--- src/rtl/wsc_ctrl.sv ---
// Crossing sequencer for the wsc puzzle: drives the 7-crossing solution and checks the trajectory.
// Optional hazard check enabled by defining WSC_CTRL_SAFETY_EN.
module wsc_ctrl #(
    parameter int unsigned WAIT_MAX = 3,
    parameter int unsigned CNT_W    = 8
) (
    input  logic             clk,
    input  logic             rst,
    input  logic             start,
    input  logic             abort,
    input  logic [3:0]       state,
    output logic             wolf,
    output logic             sheep,
    output logic             cab,
    output logic             busy,
    output logic             done,
    output logic             error,
    output logic [2:0]       err_code,
    output logic [2:0]       step,
    output logic             dir,
    output logic [CNT_W-1:0] runs_ok
);

    localparam int unsigned WAIT_W = $clog2(WAIT_MAX + 1);

    typedef enum logic [2:0] {
        S_IDLE,
        S_ARM,
        S_RUN,
        S_CHKEND,
        S_DONE,
        S_ERROR
    } fsm_e;

    fsm_e              fsm_q, fsm_d;
    logic [2:0]        step_q, step_d;
    logic [2:0]        code_q, code_d;
    logic              dir_q, dir_d;
    logic [WAIT_W-1:0] wait_q, wait_d;
    logic [CNT_W-1:0]  runs_q, runs_d;
    logic [2:0]        cmd;
    logic [3:0]        exp_st;
    logic [2:0]        exp_cmd;
    logic              hazard;
    logic              in_busy;

    // Expected pre-state (for dir=0) and command {wolf,sheep,cab} per crossing
    always_comb begin
        exp_st  = 4'b1111;
        exp_cmd = 3'b000;
        case (step_q)
            3'd0: begin exp_st = 4'b0000; exp_cmd = 3'b010; end
            3'd1: begin exp_st = 4'b1010; exp_cmd = 3'b000; end
            3'd2: begin exp_st = 4'b0010; exp_cmd = 3'b100; end
            3'd3: begin exp_st = 4'b1110; exp_cmd = 3'b010; end
            3'd4: begin exp_st = 4'b0100; exp_cmd = 3'b001; end
            3'd5: begin exp_st = 4'b1101; exp_cmd = 3'b000; end
            3'd6: begin exp_st = 4'b0101; exp_cmd = 3'b010; end
            default: begin exp_st = 4'b1111; exp_cmd = 3'b000; end
        endcase
    end

`ifdef WSC_CTRL_SAFETY_EN
    assign hazard = ((state[2] == state[1]) && (state[3] != state[1])) ||
                    ((state[1] == state[0]) && (state[3] != state[0]));
`else
    assign hazard = 1'b0;
`endif

    assign in_busy = fsm_q inside {S_ARM, S_RUN, S_CHKEND};

    always_comb begin
        fsm_d  = fsm_q;
        step_d = step_q;
        code_d = code_q;
        dir_d  = dir_q;
        wait_d = wait_q;
        runs_d = runs_q;
        cmd    = 3'b000;
        if (abort) begin
            fsm_d  = S_IDLE;
            code_d = 3'b000;
        end else if (hazard && in_busy) begin
            fsm_d  = S_ERROR;
            code_d = 3'b100;
        end else begin
            case (fsm_q)
                S_IDLE, S_DONE, S_ERROR: begin
                    if (start) begin
                        fsm_d  = S_ARM;
                        code_d = 3'b000;
                        wait_d = '0;
                        step_d = 3'd0;
                    end
                end
                S_ARM: begin
                    if ((state[2:0] != 3'b000) && (state[2:0] != 3'b111)) begin
                        fsm_d  = S_ERROR;
                        code_d = 3'b001;
                    end else if (state[3] == state[0]) begin
                        dir_d  = state[0];
                        cmd    = 3'b010;
                        step_d = 3'd1;
                        fsm_d  = S_RUN;
                    end else if (wait_q == WAIT_W'(WAIT_MAX - 1)) begin
                        fsm_d  = S_ERROR;
                        code_d = 3'b010;
                    end else begin
                        wait_d = wait_q + WAIT_W'(1);
                    end
                end
                S_RUN: begin
                    if (state == (exp_st ^ {4{dir_q}})) begin
                        cmd    = exp_cmd;
                        step_d = step_q + 3'd1;
                        if (step_q == 3'd6) fsm_d = S_CHKEND;
                    end else begin
                        fsm_d  = S_ERROR;
                        code_d = 3'b011;
                    end
                end
                S_CHKEND: begin
                    if (state == {4{~dir_q}}) begin
                        fsm_d = S_DONE;
                        if (runs_q != '1) runs_d = runs_q + CNT_W'(1);
                    end else begin
                        fsm_d  = S_ERROR;
                        code_d = 3'b011;
                    end
                end
                default: fsm_d = S_IDLE;
            endcase
        end
    end

    always_ff @(posedge clk or negedge rst) begin
        if (!rst) begin
            fsm_q  <= S_IDLE;
            step_q <= 3'd0;
            code_q <= 3'b000;
            dir_q  <= 1'b0;
            wait_q <= '0;
            runs_q <= '0;
        end else begin
            fsm_q  <= fsm_d;
            step_q <= step_d;
            code_q <= code_d;
            dir_q  <= dir_d;
            wait_q <= wait_d;
            runs_q <= runs_d;
        end
    end

    assign {wolf, sheep, cab} = cmd;
    assign busy     = in_busy;
    assign done     = (fsm_q == S_DONE);
    assign error    = (fsm_q == S_ERROR);
    assign err_code = code_q;
    assign step     = step_q;
    assign dir      = dir_q;
    assign runs_ok  = runs_q;

endmodule

--- config.mk ---
export PLATFORM = sky130hd
export DESIGN_NAME = wsc_ctrl
export DESIGN_NICKNAME = d
export VERILOG_FILES = /design/src/rtl/wsc_ctrl.sv
export SDC_FILE = /design/constraint.sdc
export NUM_CORES = 1
export LEC_CHECK = 0
export ABC_CLOCK_PERIOD_IN_PS = 4100
export CORE_MARGIN = 10
export CORE_UTILIZATION = 53
export CTS_CLUSTER_SIZE = 14
export DETAILED_ROUTE_END_ITERATION = 16
export PLACE_DENSITY = 0.8
export SLEW_MARGIN = 0
export SYNTH_ARGS = -nofsm -noshare
export SYNTH_HDL_FRONTEND = slang
export SYNTH_SLANG_ARGS = --single-unit
--- constraint.sdc ---
create_clock -name clk -period 4.1 [get_ports clk]
set_clock_uncertainty 0.15 [all_clocks]
set_input_delay 0.82 -clock clk [delete_from_list [all_inputs] [get_ports clk]]
set_output_delay 0.82 -clock clk [all_outputs]
set_load 0.05 [all_outputs]
==> impl_metrics.py <==
metrics = {
    "setup_path": {
        "path_class": "input port to output pin",
        "arrival_ns": 3.03,
        "cp_data_required_time_ns": 3.13,
        "critPathCaptureType": "output pin",
        "slowest_stage": "a2111oi_4",
        "cp-start-kind": "input port",
        "r2r_cells": 11,
        "path_max_fanout": 8,
        "cp.depth": 9,
        "crit_family": "compound AO/OA/AOI/OAI gates",
        "path_cells": "clkdlybuf4s50_1 -> buf_4 -> inv_1 -> o311ai_0 -> a2111oi_4 -> o2bb2ai_4 -> nor3b_4 -> and3_1 -> buf_12",
        "path_buf_inv": 4,
        "cpPeakStageDelay_ns": 0.47,
    },
    "yosys": {
        "synth_warnings": 0,
        "yosysUniqueCellTypes": 59,
        "synth.top_cell.area_share_pct": 29.2,
        "yosys.area.top_type": "dfrtp_1",
        "synthFlopType": "dfrtp_1",
        "ys_seq_area_share_pct": 29.2,
        "syn_avg_cell_area_um2": 8.89,
        "yosys-top-cells-count": "dfrtp_1, nor2_1, nand2_1",
        "syn_inst": 183,
        "synthArstFlopShare_pct": 100,
        "synth.most_common_cell": "dfrtp_1",
        "synth_enable_flop_cells": 0,
        "yosys_register_bits": 19,
        "synthesis.area_um2": 1630,
        "synth.net_count": 198,
        "synthTopCellsByArea": "dfrtp_1, ha_1, nor2_1, nand2_1, nand3_1",
    },
    "clock_tree": {
        "cts_sinks": 19,
        "h-tree-depth": 1,
        "cts_buffers": 3,
        "root_buffer": "clkbuf_4",
        "cts_hold_buf": 0,
        "path_clk_slew_ns": 0.11,
        "cts_tree": "yes",
        "clockBufferDepth": 2,
        "insertion_delay_ns": 0.30,
    },
    "route": {
        "finalWirelength_um": 3970,
        "viasPerCell": 6.03,
        "dr.pass1.iters": 4,
        "drc": 0,
        "via_count": 1466,
        "drtIter0Drc": 114,
        "wire_per_inst_um": 16.3,
        "dr_wl_met3_um": 345,
        "top_layer_used": "met4",
        "ant_nets": 0,
        "wl_met2_um": 1970,
        "met1_length_um": 1610,
    },
    "sta": {
        "hold_viol": 0,
        "max-slew-margin-rel_pct": 44.8,
        "fin_crit_sh_pct": 97.6,
        "worst_pin_slew_ns": 0.826,
        "fin_setup_tns_ns": 0,
        "hold_ws_ns": 0.339,
        "setup_viol": 0,
        "drv_slew": 0,
        "rsz0062_at_grt": "no",
        "fin_crit_ns": 4.00,
        "max_clock_freq_mhz": 250,
    },
    "global_route": {
        "globalRoute.totalOverflow": 0,
        "first_global_vias": 1437,
        "antenna_found_initial": 0,
        "grt_pass1_wl_um": 6670,
        "grt.total_usage_pct": 14.5,
        "grt_max_degree": 20,
    },
    "worst_hold_path": {
        "worst_hold_path_type": "flop to flop",
        "hold_path_depth": 2,
    },
    "placed_design": {
        "numPortBuffers": 27,
        "place_area_um2": 1930,
        "gp_congestion": 0.978,
        "dpl.hpwl_um": 3090,
    },
    "finish": {
        "n_fill_cell": 244,
        "fin_util_pct": 65.5,
        "final_area_um2": 1970,
        "drive_gt1_share_pct": 17.6,
        "syn_to_final_growth_pct": 21.0,
        "antennaDiodeCount": 0,
        "final_nets": 226,
    },
    "run_status": {
        "status": "finished clean",
    },
    "power_and_ir_drop": {
        "power.leakage_nw": 0.838,
        "power_w": 0.000591,
        "p_per_area_nw_per_um2": 300,
        "ir_worst_vdd_uv": 197,
    },
    "floorplanning": {
        "dieWidth_um": 75.4,
        "placementRows": 20,
        "die_y_um": 75.4,
        "ioPinCount": 29,
        "coreArea_um2": 3000,
        "fp.dieArea_um2": 5690,
        "start_util_pct": 54.2,
    },
    "flow_run": {
        "maxCapViolations": 0,
    },
}
cells by family after synthesis:
logic type,share of synthesized area (%)
other,0.231
adders and majority gates,5.38
DFF,29.2
AOI/OAI and AO/OA,21.5
buffers and inverters,8.38
and+or+nand+nor,25.5
muxes,4.92
xor gates and xnor gates,4.85
registers in the layout (all words and copies together), names as in the netlist:
| signal | flops |
|---|---|
| dir | 1 |
| err_code | 2 |
| fsm_q | 3 |
| runs_ok | 8 |
| step | 3 |
| wait_q | 2 |
layer usage:
layer	vias to the layer above	global-route usage, %
met2	53	24.6
li1	724	-
met1	685	17.2
met5	-	0
met4	0	4.33
met3	4	4.04
area by class of cell:
type                    instances  area, um2  share of cell area (%)
clock buffers                   3       22.5                    1.14
well taps                      33       41.3                    2.10
inverters                      12       45.0                    2.29
flip-flops and latches         19        478                    24.3
clock inverters                 1       5.00                   0.254
multi-input cells             141       1020                    52.0
repair buffers                 34        353                    17.9
power by group:
group | total, W | internal (W) | switching, W
clock | 0.0000941 | 0.0000364 | 0.0000577
sequential | 0.000222 | 0.000201 | 0.0000206
combinational | 0.000275 | 0.000111 | 0.000164
total | 0.000591 | 0.000349 | 0.000242
worst paths after layout:
| path | start | end | slack, ns |
|---|---|---|---|
| worst max-delay path | state[3] | cab | 0.1 |
| worst min-delay path | wait_q[1] | wait_q[1] | 0.34 |
| worst max register to register | step[0] | fsm_q[2] | 1.23 |
| worst min register to register | wait_q[1] | wait_q[1] | 0.34 |
| max in group asynchronous | rst | step[0] | 2.40 |
| min in group asynchronous | rst | dir | 0.84 |
what timing repair did:
item,CTS,global route
endpoints found under the setup margin,2,2
hold endpoints to repair,0,0
pin swaps,0,1
buffers inserted,0,1
gates resized for setup,1,3
tightest hold or removal path: cells and delay by family, from the launching register on:
family | cells | cell delay (ns)
and+or+nand+nor | 1 | 0.05
AOI/OAI and AO/OA | 1 | 0.05
DFF | 1 | 0.36
through the flow:
stage	std cells	worst slack (ns)
5_1_grt	243	0.00457
4_1_cts	242	0.00713
3_5_place_dp	238	0.0985
3_3_place_gp	238	0.167
6_report	243	0.0986
2_1_floorplan	183	0.0882
placed cells by master (no fill, tap or decap), types with 3 or more instances in the layout:
cell type,Yosys,final
and3_1,5,5
mux2_2,4,4
ha_1,7,5
clkdlybuf4s50_1,0,24
a21oi_1,8,7
nand3_1,10,10
buf_12,0,3
nor2_1,18,18
inv_1,12,12
nand2_1,16,16
o21ai_0,4,4
clkbuf_4,0,3
dfrtp_1,19,17
buf_4,1,7
xor2_1,5,5
nor4_1,4,4
nor3_1,9,9
xnor2_1,4,4
(Power assumes the default switching activity.)
==> patch: new RTL, config.mk and constraints unchanged <==
`WAIT_MAX`: 3 -> 6.
--- a/src/rtl/wsc_ctrl.sv
+++ b/src/rtl/wsc_ctrl.sv
@@ -1,7 +1,7 @@
 // Crossing sequencer for the wsc puzzle: drives the 7-crossing solution and checks the trajectory.
 // Optional hazard check enabled by defining WSC_CTRL_SAFETY_EN.
 module wsc_ctrl #(
-    parameter int unsigned WAIT_MAX = 3,
+    parameter int unsigned WAIT_MAX = 6,
     parameter int unsigned CNT_W    = 8
 ) (
     input  logic             clk,
Formal check against the unedited RTL: not equivalent (Yosys sat finds a counterexample within 10 cycles, from zero or initial values and one cycle with rst low).
==> patch against the unedited design <==
Power fell by 5.6%; wire length rose by 0.40%; sequential share of layout area rose by 1.8 points; cell area fell by 2.3%; synthesized area fell by 2.8%; setup slack improved by 0.12 ns; sequential cell count rose by 1; synthesized cell count fell by 1.1%; global-route usage rose by 0.32 points; critical path depth did not move; largest power group is now sequential cells.
==> patch: results (changes against the unedited design) <==
dpl ws=0.253 ns (+0.154 ns); Slowest-stage cell, CP=dfrtp_1; CP top delay family=simple AND/OR/NAND/NOR gates; fillers=236 (-3.3%); final-layout clock-cell area share=1.17% (-0.23 points); min-delay worst type=flip-flop to flip-flop; Resized Gates After CTS=0 (-1); P_leak=0.804 nW (-4.1%); Synth cell types=59 (unchanged); result of the run=completed; largest net degree at the start of global routing=21 (+5.0%); critical path's largest stage delay=0.45 ns (-0.02 ns); mux cell area share after synthesis=2.14% (-2.8 points); syn_nets=197 (-0.51%); Non-Clock Buffer Area Fraction=16.8% (-1.1 points); number of global-route vias before repair=1423 (-0.97%); Sw Ratio=40.0% (-1.0 points); sequential area share after synthesis=31.7% (+2.4 points); fraction of area in multi-input gates=52.6% (+0.57 points); top cells by count, synth=dfrtp_1 (20), nor2_1 (19), nand2_1 (14), a21oi_1 (9); invs w/o clock=7 (-5); post-synthesis compound-gate area fraction=21.9% (+0.31 points); sequential cell area share=26.1% (+1.8 points); DP HPWL=3.01 mm (-2.6%); Comb power=231 µW (-16%); peak supply drop=0.000199 V (+0.85%); P per Cell Area=290 nW/µm² (-3.4%); Area contributors post-synth=dfrtp_1 (32%), ha_1 (6.3%), nor2_1 (4.5%), nand2_1 (3.3%), a21oi_1 (2.9%); register bit total from synthesis=20 (+1); gpl congestion=0.841 (-14%); sequential share of power=41.3% (+3.8 points); CP arrival=2.91 ns (-0.12 ns); Crit Path Max Fanout=9 (+1); Total Wirelength=3.98 mm (+0.40%); comb_multi_in=143 (+1.4%); post-synthesis xor/xnor area fraction=5.54% (+0.70 points); final net count=221 (-2.2%); antenna violations before repair=0 (unchanged); Via density=6.09 (+0.87%); global-route wire length before repair=6.59 mm (-1.1%); area share of fa/ha/maj cells after synthesis=6.33% (+0.95 points); initial DRC count=123 (+7.9%); Tot GR Track Use=14.8% (+0.32 points); buffers outside the clock class=30 (-12%); worst-margin pin slew=0.917 ns (+0.0908 ns)
==> patch: cell types whose count changed in the layout (fill, tap and decap cells not counted), sizes merged, moves of 3 or more <==
cell,change
nand3,-6
nor3,-4
nand2,-3
buf,-4
o21ai,+5
or2,+6
nand2b,+3
inv,-5
nand4,+5
nor4,-3
==> patch: worst paths after layout <==
check | start | cells after the start | to | slack, ns
worst max-delay path | step[0]$_DFFE_PN0P_ | 9 | wolf | 0.22
worst min-delay path | runs_ok[7]$_DFFE_PN0P_ | 1 | runs_ok[7]$_DFFE_PN0P_ | 0.36
worst max register to register | step[0]$_DFFE_PN0P_ | 9 | fsm_q[0]$_DFFE_PN0P_ | 1.11
worst min register to register | runs_ok[7]$_DFFE_PN0P_ | 1 | runs_ok[7]$_DFFE_PN0P_ | 0.36
max in group asynchronous | rst | 1 | step[2]$_DFFE_PN0P_ | 2.33
min in group asynchronous | rst | 1 | step[2]$_DFFE_PN0P_ | 0.86
==> patch: per-stage QoR <==
| stage | instances | utilization (%) | hold slack (ns) | cell area (µm²) |
|---|---|---|---|---|
| 2_1_floorplan | 181 | - | 0.374 | 1590 |
| 3_3_place_gp | 231 | 67.1 | 0.332 | 1880 |
| 6_report | 234 | 68.6 | 0.363 | 1920 |
| 3_5_place_dp | 231 | 67.1 | 0.343 | 1880 |
| 5_1_grt | 234 | 68.6 | 0.384 | 1920 |
| 4_1_cts | 234 | 67.9 | 0.366 | 1910 |
==> patch: metal layers <==
layer  up-vias  routed length (µm)  track usage, %
met5         -                   0               0
met4         0                  29            5.04
met3         4                 275            4.65
met2        41                1950            24.7
met1       678                1730            17.5
li1        701                   -               -
